**src/rtl/fixed_point_arith.sv**
```systemverilog
// -----------------------------------------------------------------------------
// fixed_point_arith
//   Two-stage pipelined signed fixed-point arithmetic unit. For every valid
//   operand pair it produces:
//   - the full-precision sum and product
//   - the sum saturated to a signed 4-bit range
//   - the sum divided by 8 with round-half-up, saturated to WORD_LENGTH-2 bits
//   It accepts one operation per clock and has no backpressure.
//
// Ports
//   clk            rising-edge clock
//   rst_n          synchronous active-low reset; clears every pipeline register
//   valid_i        a/b are valid this cycle
//   a, b           signed operands, WORD_LENGTH bits
//   c_add          a+b, WORD_LENGTH+1 bits
//   c_mult         a*b, 2*WORD_LENGTH bits
//   c_clipped_add  a+b saturated to [-8,7]
//   c_round_add    round((a+b)/8), saturated to [-2^(WL-3), 2^(WL-3)-1]
//   valid_o        valid_i delayed by two clocks
//
// Results are registered only in valid slots. In an invalid slot they hold
// their previous value.
// -----------------------------------------------------------------------------
module fixed_point_arith #(
  parameter int WORD_LENGTH = 8
) (
  input  logic                            clk,
  input  logic                            rst_n,
  input  logic                            valid_i,
  input  logic signed [WORD_LENGTH-1:0]   a,
  input  logic signed [WORD_LENGTH-1:0]   b,
  output logic signed [WORD_LENGTH:0]     c_add,
  output logic signed [2*WORD_LENGTH-1:0] c_mult,
  output logic signed [3:0]               c_clipped_add,
  output logic signed [WORD_LENGTH-3:0]   c_round_add,
  output logic                            valid_o
);

  localparam int WL = WORD_LENGTH;

  localparam logic signed [WL:0]   CLIP_MAX  = (WL+1)'(7);
  localparam logic signed [WL:0]   CLIP_MIN  = (WL+1)'(-8);
  localparam logic signed [WL+1:0] ROUND_MAX = (WL+2)'((2 ** (WL-3)) - 1);
  localparam logic signed [WL+1:0] ROUND_MIN = (WL+2)'(-(2 ** (WL-3)));
  localparam logic signed [WL+1:0] HALF_LSB  = (WL+2)'(4);

  // Saturate the full-precision sum to a signed 4-bit result.
  function automatic logic signed [3:0] sat_clip4(input logic signed [WL:0] s);
    logic signed [3:0] res;
    if (s > CLIP_MAX)       res = 4'sd7;
    else if (s < CLIP_MIN)  res = -4'sd8;
    else                    res = s[3:0];
    return res;
  endfunction

  // Divide by 8 with round-half-up (bias of +4, then an arithmetic shift),
  // then saturate. The sum is widened by one bit first, so adding the bias
  // cannot wrap.
  function automatic logic signed [WL-3:0] round_sat(input logic signed [WL:0] s);
    logic signed [WL+1:0] t;
    logic signed [WL+1:0] r;
    logic signed [WL-3:0] res;
    t = s;
    t = t + HALF_LSB;
    r = t >>> 3;
    if (r > ROUND_MAX)      res = ROUND_MAX[WL-3:0];
    else if (r < ROUND_MIN) res = ROUND_MIN[WL-3:0];
    else                    res = r[WL-3:0];
    return res;
  endfunction

  logic signed [WL-1:0]   a_p1_d, a_p1_q;
  logic signed [WL-1:0]   b_p1_d, b_p1_q;
  logic                   vld_p1_d, vld_p1_q;

  logic signed [WL:0]     add_p2_d, add_p2_q;
  logic signed [2*WL-1:0] mult_p2_d, mult_p2_q;
  logic signed [3:0]      clip_p2_d, clip_p2_q;
  logic signed [WL-3:0]   rnd_p2_d, rnd_p2_q;
  logic                   vld_p2_d, vld_p2_q;

  logic signed [WL:0]     a_ext_sum, b_ext_sum, sum;
  logic signed [2*WL-1:0] a_ext_mul, b_ext_mul;

  always_comb begin
    // Stage 1: capture operands and valid
    a_p1_d    = a;
    b_p1_d    = b;
    vld_p1_d  = valid_i;

    // Stage 2: compute from the stage-1 registers
    a_ext_sum = a_p1_q;
    b_ext_sum = b_p1_q;
    sum       = a_ext_sum + b_ext_sum;
    a_ext_mul = a_p1_q;
    b_ext_mul = b_p1_q;

    vld_p2_d  = vld_p1_q;
    add_p2_d  = add_p2_q;
    mult_p2_d = mult_p2_q;
    clip_p2_d = clip_p2_q;
    rnd_p2_d  = rnd_p2_q;
    if (vld_p1_q) begin
      add_p2_d  = sum;
      mult_p2_d = a_ext_mul * b_ext_mul;
      clip_p2_d = sat_clip4(sum);
      rnd_p2_d  = round_sat(sum);
    end
  end

  always_ff @(posedge clk) begin
    if (!rst_n) begin
      a_p1_q    <= '0;
      b_p1_q    <= '0;
      vld_p1_q  <= 1'b0;
      add_p2_q  <= '0;
      mult_p2_q <= '0;
      clip_p2_q <= '0;
      rnd_p2_q  <= '0;
      vld_p2_q  <= 1'b0;
    end else begin
      a_p1_q    <= a_p1_d;
      b_p1_q    <= b_p1_d;
      vld_p1_q  <= vld_p1_d;
      add_p2_q  <= add_p2_d;
      mult_p2_q <= mult_p2_d;
      clip_p2_q <= clip_p2_d;
      rnd_p2_q  <= rnd_p2_d;
      vld_p2_q  <= vld_p2_d;
    end
  end

  assign c_add         = add_p2_q;
  assign c_mult        = mult_p2_q;
  assign c_clipped_add = clip_p2_q;
  assign c_round_add   = rnd_p2_q;
  assign valid_o       = vld_p2_q;

endmodule

```
**config.mk**
```make
export PLATFORM = sky130hd
export DESIGN_NAME = fixed_point_arith
export DESIGN_NICKNAME = d
export VERILOG_FILES = /design/src/rtl/fixed_point_arith.sv
export SDC_FILE = /design/constraint.sdc
export NUM_CORES = 1
export LEC_CHECK = 0
export ABC_AREA = 1
export CAP_MARGIN = 40
export CORE_MARGIN = 5
export CORE_UTILIZATION = 45
export CTS_CLUSTER_SIZE = 10
export DETAILED_ROUTE_END_ITERATION = 12
export GPL_ROUTABILITY_DRIVEN = 1
export PLACE_DENSITY_LB_ADDON = 0.3
export SYNTH_ARGS = -nofsm -noshare
export SYNTH_HDL_FRONTEND = slang
export SYNTH_SLANG_ARGS = --single-unit
```
**constraint.sdc**
```tcl
create_clock -name clk -period 7.65 [get_ports clk]
set_input_delay 1.53 -clock clk [delete_from_list [all_inputs] [get_ports clk]]
set_output_delay 1.53 -clock clk [all_outputs]
set_load 0.01 [all_outputs]
```
# == Yosys cells after proc, flatten, opt, wreduce, memory -nomap -nowiden ==
# Index checks and enable logic that the tools add are counted.
# word_totals
input_bits,19
reg_bits,53
output_inout_bits,36
wordCells,19
# classes
n_mux,4
add_sub_neg,2
mul,1
order_cmp,4
# op_table
operator,n
multiplier 8 x 8 -> 16 bit,1
2-to-1 mux 6 bit,2
adder 9 x 4 -> 10 bit (second input constant),1
adder 8 x 8 -> 9 bit,1
greater-than comparator 9 x 4 -> 1 bit (second input constant),1
< comparator 9 x 4 -> 1 bit (second input constant),1
2-to-1 mux 4 bit,2
greater-than comparator 7 x 6 -> 1 bit (second input constant),1
< comparator 7 x 6 -> 1 bit (second input constant),1

# == Depth between registers and ports, before layout ==
# Gate-level depths: netlist (run 1).
# depth
word_depth,5
depth_mapped,21
ltp_nobuf,20

# == Worst setup path after synthesis (run 1) ==
# No wires, ideal clock.
# synth_path
path_type,reg2reg
from,reg b_p1_q[7]
to,"reg mult_p2_q[12], in the netlist c_mult[12]"
path_slack_ns,3.329
t_arrival_ns,4.205
path_buffers,0
period_less_slack_ns,4.321
stages_incl_launch_ff,19
setup_time_ns,0.115
t_required_ns,7.535
path_cell_list,dfxtp_1 inv_1 or2_2 fa_1 fa_1 inv_1 fa_1 inv_1 fa_1 inv_1 ha_1 a21oi_1 o21ai_0 a21oi_1 nor2_1 nor2_1 xnor2_1 o21ai_0 inv_1
# synth_via
elab_chain_len,1
# synth_lines
item,line,rtl
"start, declared",73,"logic signed [WL-1:0] b_p1_d, b_p1_q;"
"start signal, assigned",123,b_p1_q <= b_p1_d;
multiplier 8 x 8 -> 16 bit,105,mult_p2_d = a_ext_mul * b_ext_mul;
"end signal, assigned",126,mult_p2_q <= mult_p2_d;
"end, declared",77,"logic signed [2*WL-1:0] mult_p2_d, mult_p2_q;"
# No other way between the ends.
# A chain may end at the register's enable or synchronous reset.

# == Worst setup path after layout (run 1) ==
# Same ends and word-level chain as after synthesis.

==> impl_results.md, run 1 <==
- Hold buffers post-CTS: 0
- CP cell instances: inv_1, or2_2, fa_1, fa_1, inv_1, fa_1, inv_1, fa_1, inv_1, ha_1, a21oi_1, o21ai_0, a21oi_1, nor2_1, nor2_1, xnor2_1, o21ai_0, inv_1
- Grt total ovfl: 0
- Max cap viols: 0
- Core Util, Final: 54.0%
- Worst Hold Margin: 0.472 ns
- Layout cells sized above 1: 4.92%
- Crit. End Element: flop
- Chip Width: 116 um
- Mapped Nets: 798
- Sink Count: 53
- Critical path's top delay family: adder cells
- Synth top area cells: fa_1 (22%), dfxtp_1 (21%), inv_1 (14%)
- R2R cell count: 18
- Met3 wire len: 516 um
- Pwr dens: 152 mW/mm^2
- DP Area: 0.00573 sq mm
- Top Ports: 55
- Worst Path Arrival: 4.80 ns
- Yosys warns: 0
- Post-synth cell types: 34
- RSZ-0062 raised after global routing: no
- Final nets: 846
- CTS clock-pin slew for the worst setup and hold paths: 0.07 ns
- Outcome: finished clean
- Reg2reg setup slack: 3.04 ns
- Vias: 4135
- Die Ht: 116 um
- Post-synth top area cell: fa_1
- Num CTS Buffers: 5
- Final setup vio count: 0
- Number of global-route vias before repair: 4228
- Crit path max fanout: 8
- Global-route wire length before repair: 18800 um
- Row count: 38
- Hold_sp: c_clipped_add[1]
- Antenna Nets Post-Route: 0
- Cts repair resizes: 0
- Die area: 0.0135 sq mm
- Main synth FF type: dfxtp_1
- Post-CTS setup buffer count: 0
- Avg Inst Size Synth: 7.44 sq um
- Least-Margin Pin Slew: 0.679 ns
- Startpoint types: flop
- Yosys reg bits: 53
- Reg-to-Reg Start: b_p1_q[7]
- Crit Path Class: reg2reg
- WL per Instance: 12.3 um
- Uppermost routed layer: met4
- VDD IR max: 0.0993 mV
- Initial antenna violation count: 0
- Routed met2 length: 5220 um
- Synth top area share: 22.1%
- Final hold violations: 0
- Synthesized instance count: 683
- Hold Crit Class: reg2reg
- Fin area: 0.00591 sq mm
- Most common cell after layout, fill and taps aside: inv_1
- Syn-to-layout area delta: 16.3%
- TritonCTS clock tree: built
- Netlist Area Pre-Place: 0.00508 sq mm
- Core area: 0.0109 sq mm
- CTS root buffer: clkbuf_16
- Count of input and output buffers: 54
- FMAX: 0.217 GHz
- FILL cells: 1040
- Fin crit period: 4.61 ns
- H-tree levels: 2
- Initial core utilization: 46.5%
- Tcrit/Tclk final: 60.2%
- Critical Path RT: 7.84 ns
- DR pass1 iterations: 4
- GPL Wtd Cong: 0.864
- Highest cell delay on the worst timing path: 0.55 ns
- Diode count: 0
- Largest net degree at the start of global routing: 47
- Most frequent CP cell: inv_1
- EDFF count, synth: 0
- Hold depth: 2
- Worst skew pair latency: 0.30 ns
- Total GRT Usage: 17.0%
- Worst clock skew: 0.00553 ns
- End of the worst register-to-register path: c_mult[12]
- WP buf/inv: 5
- Most frequent cells in the layout: inv_1 (186), nand2_1 (150), fa_1 (56), clkdlybuf4s50_1 (54), dfxtp_1 (53)
- Starting DRC count in detailed routing: 250
- DP HPWL: 8800 um
- Clk buf depth: 2
- Vias/cell: 4.74
- Final WL: 10700 um
- Wl on met1: 4880 um
- Static leakage: 0.00334 uW
- Seq/Total Area, Yosys: 20.9%
- Hold EP: c_clipped_add[1]
- Async set or reset register ratio after synthesis: 0%
- Max-slew violations: 0
- Setup TNS: 0 ns
- Worst slew margin: 54.7%
- Slowest cell on the critical path: fa_1
- Residual DRC: 0
[flip-flops by register name (all words and copies together) (netlist names)]
| signal | count |
|---|---|
| c_add | 9 |
| a_p1_q | 8 |
| c_mult | 16 |
| c_round_add | 6 |
| vld_p1_q | 1 |
| c_clipped_add | 4 |
| b_p1_q | 8 |
| valid_o | 1 |
[worst max path at each step]
stage,startpoint,endpoint,slack (ns),cells past startpoint
floorplan,b_p1_q[7],c_mult[12],3.33,18
global placement,b_p1_q[7],c_mult[12],3.16,18
detailed placement,b_p1_q[7],c_mult[12],3.09,18
CTS,b_p1_q[7],c_mult[12],3.06,18
global route,b_p1_q[4],c_mult[13],2.71,17
finish,b_p1_q[7],c_mult[12],3.04,18
[kinds of logic (layout without fill, tap and decap cells)]
group,count (synthesis),after routing,synth area share (%)
and+or+nand+nor,244,244,21.4
DFF,53,53,20.9
adders and majority gates,96,96,31.9
AOI/OAI and AO/OA,72,72,7.81
xor gates and xnor gates,15,15,2.59
buffers and inverters,203,252,15.4
[where the power goes]
| part | leakage (uW) | switching [uW] | internal [uW] |
|---|---|---|---|
| Clock | 0.0000859 | 111 | 157 |
| Sequential | 0.000438 | 18.6 | 295 |
| Combinational | 0.00282 | 183 | 132 |
| Total | 0.00334 | 313 | 584 |
[per-stage QoR]
stage | instances | setup WS, ns | power (uW)
after floorplan | 683 | 3.33 | 544
after global placement | 864 | 3.16 | 629
after detailed placement | 864 | 3.09 | 637
after CTS | 872 | 3.06 | 906
after global routing | 872 | 2.71 | 969
final | 872 | 3.04 | 898
[area by class of cell]
class	instances	area, sq um	share of cell area (%)
Inverter	188	706	11.9
Clock buffer	5	125	2.12
Timing Repair Buffer	56	556	9.40
Sequential cell	53	1060	18.0
Clock inverter	3	50.0	0.847
Tap cell	140	175	2.96
Multi-Input combinational cell	427	3240	54.8
[synth_stat cells (3+ instances only)]
cell      count
nand3_1      17
fa_1         56
nor3_1        4
nand4_1       7
inv_1       186
nand2_4       3
a21oi_1      29
nand2_2       6
dfxtp_1      53
nor2_4        3
ha_1         40
nor2_1       44
clkbuf_1     10
o211ai_1      3
xnor2_1       7
a21o_1        3
o21ai_0      29
xor2_1        8
nand3_2       5
nand2_1     150
[worst min-delay path: cells and delay by family, from the launching register on]
kind               cells  cell delay [ns]
and+or+nand+nor        1             0.06
AOI/OAI and AO/OA      1             0.06
DFF                    1             0.31
[per-layer routing]
layer | global-route usage [%] | up-vias
li1 | - | 2118
met1 | 21.5 | 1919
met2 | 30.4 | 88
met3 | 2.80 | 10
met4 | 3.79 | 0
met5 | 0 | -
Note: power is estimated with default switching activity, not from simulation.
==> inputs of run 2 (changes only) <==
==> constraint.sdc (replaced) <==
create_clock -name clk -period 4.4 [get_ports clk]
set_input_delay 0.88 -clock clk [delete_from_list [all_inputs] [get_ports clk]]
set_output_delay 0.88 -clock clk [all_outputs]
set_load 0.01 [all_outputs]
==> impl_results.md, run 2 (synthesized netlist as in run 1, its figures left out) <==
- Worst setup margin: 0.141 ns (was 3.04 ns)
- Residual DRC: 0 (unchanged)
- Crit. End Element: flop (unchanged)
- Max cap viols: 0 (unchanged)
- FILL cells: 1023 (was 1040)
- GPL Wtd Cong: 0.874 (was 0.864)
- Max FFs per register: 16 (unchanged)
- Total GRT Usage: 17.2% (was 17.0%)
- Die area: 0.0135 sq mm (unchanged)
- Static leakage: 0.00339 uW (was 0.00334 uW)
- Startpoint types: flop (unchanged)
- Crit Path Class: reg2reg (unchanged)
- Setup WS pre-CTS: -0.0955 ns (was 3.09 ns)
- Final nets: 856 (was 846)
- FMAX: 0.235 GHz (was 0.217 GHz)
- Largest net degree at the start of global routing: 47 (unchanged)
- Syn-to-layout area delta: 19.9% (was 16.3%)
- Initial antenna violation count: 0 (unchanged)
- Final setup vio count: 0 (unchanged)
- Number of global-route vias before repair: 4288 (was 4228)
- Crit path max fanout: 8 (unchanged)
- Post-CTS setup buffer count: 0 (unchanged)
- Max-slew violations: 0 (unchanged)
- Layout cells sized above 1: 10.1% (was 4.92%)
- Pwr dens: 262 mW/mm^2 (was 152 mW/mm^2)
- DP HPWL: 9070 um (was 8800 um)
- Core area: 0.0109 sq mm (unchanged)
- Antenna Nets Post-Route: 0 (unchanged)
- Fin crit period: 4.26 ns (was 4.61 ns)
- Final WL: 10800 um (was 10700 um)
- Count of input and output buffers: 54 (unchanged)
- Non-Filler Instances: 882 (was 872)
- Hold Crit Class: reg2reg (unchanged)
- WL per Instance: 12.3 um (about the same)
- Outcome: finished clean (unchanged)
- CTS root buffer: clkbuf_16 (unchanged)
- Grt total ovfl: 0 (unchanged)
- Diode count: 0 (unchanged)
- Die Ht: 116 um (unchanged)
- Global-route wire length before repair: 18900 um (was 18800 um)
- Most frequent cells in the layout: inv_1 (185), nand2_1 (149), fa_1 (55), clkdlybuf4s50_1 (54), dfxtp_1 (43) (was inv_1 (186), nand2_1 (150), fa_1 (56), clkdlybuf4s50_1 (54), dfxtp_1 (53))
- Critical Path RT: 4.59 ns (was 7.84 ns)
- Core Util, Final: 55.7% (was 54.0%)
- VDD IR max: 0.264 mV (was 0.0993 mV)
- Worst Path Arrival: 4.45 ns (was 4.80 ns)
- Reg2reg setup slack: 0.14 ns (was 3.04 ns)
- Initial core utilization: 46.5% (unchanged)
- Vias: 4163 (was 4135)
- Worst slew margin: 54.2% (was 54.7%)
- H-tree levels: 2 (unchanged)
- Hold buffers post-CTS: 0 (unchanged)
- CTS clock-pin slew for the worst setup and hold paths: 0.07 ns (about the same)
- Total chip power: 1590 uW (was 898 uW)
- Sink Count: 53 (unchanged)
- Num CTS Buffers: 5 (unchanged)
- DR pass1 iterations: 4 (unchanged)
- Starting DRC count in detailed routing: 168 (was 250)
- Final hold violations: 0 (unchanged)
- Worst clock skew: 0.00608 ns (was 0.00553 ns)
- Setup TNS: 0 ns (unchanged)
- Most common cell after layout, fill and taps aside: inv_1 (unchanged)
- Vias/cell: 4.72 (was 4.74)
- Top Ports: 55 (unchanged)
- Tcrit/Tclk final: 96.8% (was 60.2%)
- TritonCTS clock tree: built (unchanged)
- Worst skew pair latency: 0.30 ns (about the same)
- Chip Width: 116 um (unchanged)
- Clk buf depth: 2 (unchanged)
- DP Cell Count: 874 (was 864)
- Least-Margin Pin Slew: 0.686 ns (was 0.679 ns)
- Row count: 38 (unchanged)
==> run 2: stage by stage <==
stage	cell area, sq um	hold slack, ns
after floorplan	5080	0.490
after global placement	5810	0.458
after detailed placement	5810	0.462
after CTS	5980	0.474
after global routing	6090	0.504
final	6090	0.470
==> run 2: worst paths after layout <==
kind                                  startpoint               end  cells past startpoint
worst max-delay path                   b_p1_q[4]        c_mult[13]                     18
worst min-delay path            c_clipped_add[1]  c_clipped_add[1]                      2
worst max register to register         b_p1_q[4]        c_mult[13]                     18
worst min register to register  c_clipped_add[1]  c_clipped_add[1]                      2
==> run 2: where the power goes <==
part	total [uW]	internal [uW]	switching, uW	leakage [uW]
Sequential	541	513	28.4	0.000442
Combinational	596	256	341	0.00286
Clock	457	273	183	0.0000859
==> run 2: worst max-delay path, stage by stage, from the launching register on <==
cell,delay [ns]
dfxtp_4,0.40
ha_1,0.17
inv_1,0.07
fa_1,0.53
inv_1,0.05
fa_1,0.48
fa_1,0.56
inv_1,0.06
fa_1,0.53
inv_1,0.04
ha_1,0.33
buf_4,0.16
nand2_1,0.09
nor2_2,0.06
a21oi_2,0.18
o21bai_1,0.09
xor2_1,0.14
o21ai_0,0.15
inv_1,0.05
==> run 2: layer usage <==
metal  part of all wire (%)  GRT usage, %
met2                     49          30.9
met4                    1.4          4.10
met5                      0             0
met1                     46          21.8
met3                    3.1          2.59
==> run 2: area by class of cell <==
class	instances	area [sq um]	share of cell area, %
sequential	53	1080	17.7
multi-input combinational	427	3320	54.6
clock buffer	5	125	2.05
tap	140	175	2.88
inverter	188	706	11.6
timing repair buffer	66	631	10.4
clock inverter	3	50.0	0.822
==> run 2: what timing repair did <==
item / 4_1_cts / 5_1_grt
pin swaps: 0 / 1
setup endpoints to repair: 1 / 7
gates resized for setup: 1 / 33
==> inputs of run 3 (changes only) <==
--- a/config.mk
+++ b/config.mk
@@ -12,6 +12,7 @@
 export CTS_CLUSTER_SIZE = 10
 export DETAILED_ROUTE_END_ITERATION = 12
 export GPL_ROUTABILITY_DRIVEN = 1
+export HOLD_SLACK_MARGIN = 0.15
 export PLACE_DENSITY_LB_ADDON = 0.3
 export SYNTH_ARGS = -nofsm -noshare
 export SYNTH_HDL_FRONTEND = slang
==> results of run 3 <==
Final layout, timing and power as in run 2 (identical DEF).
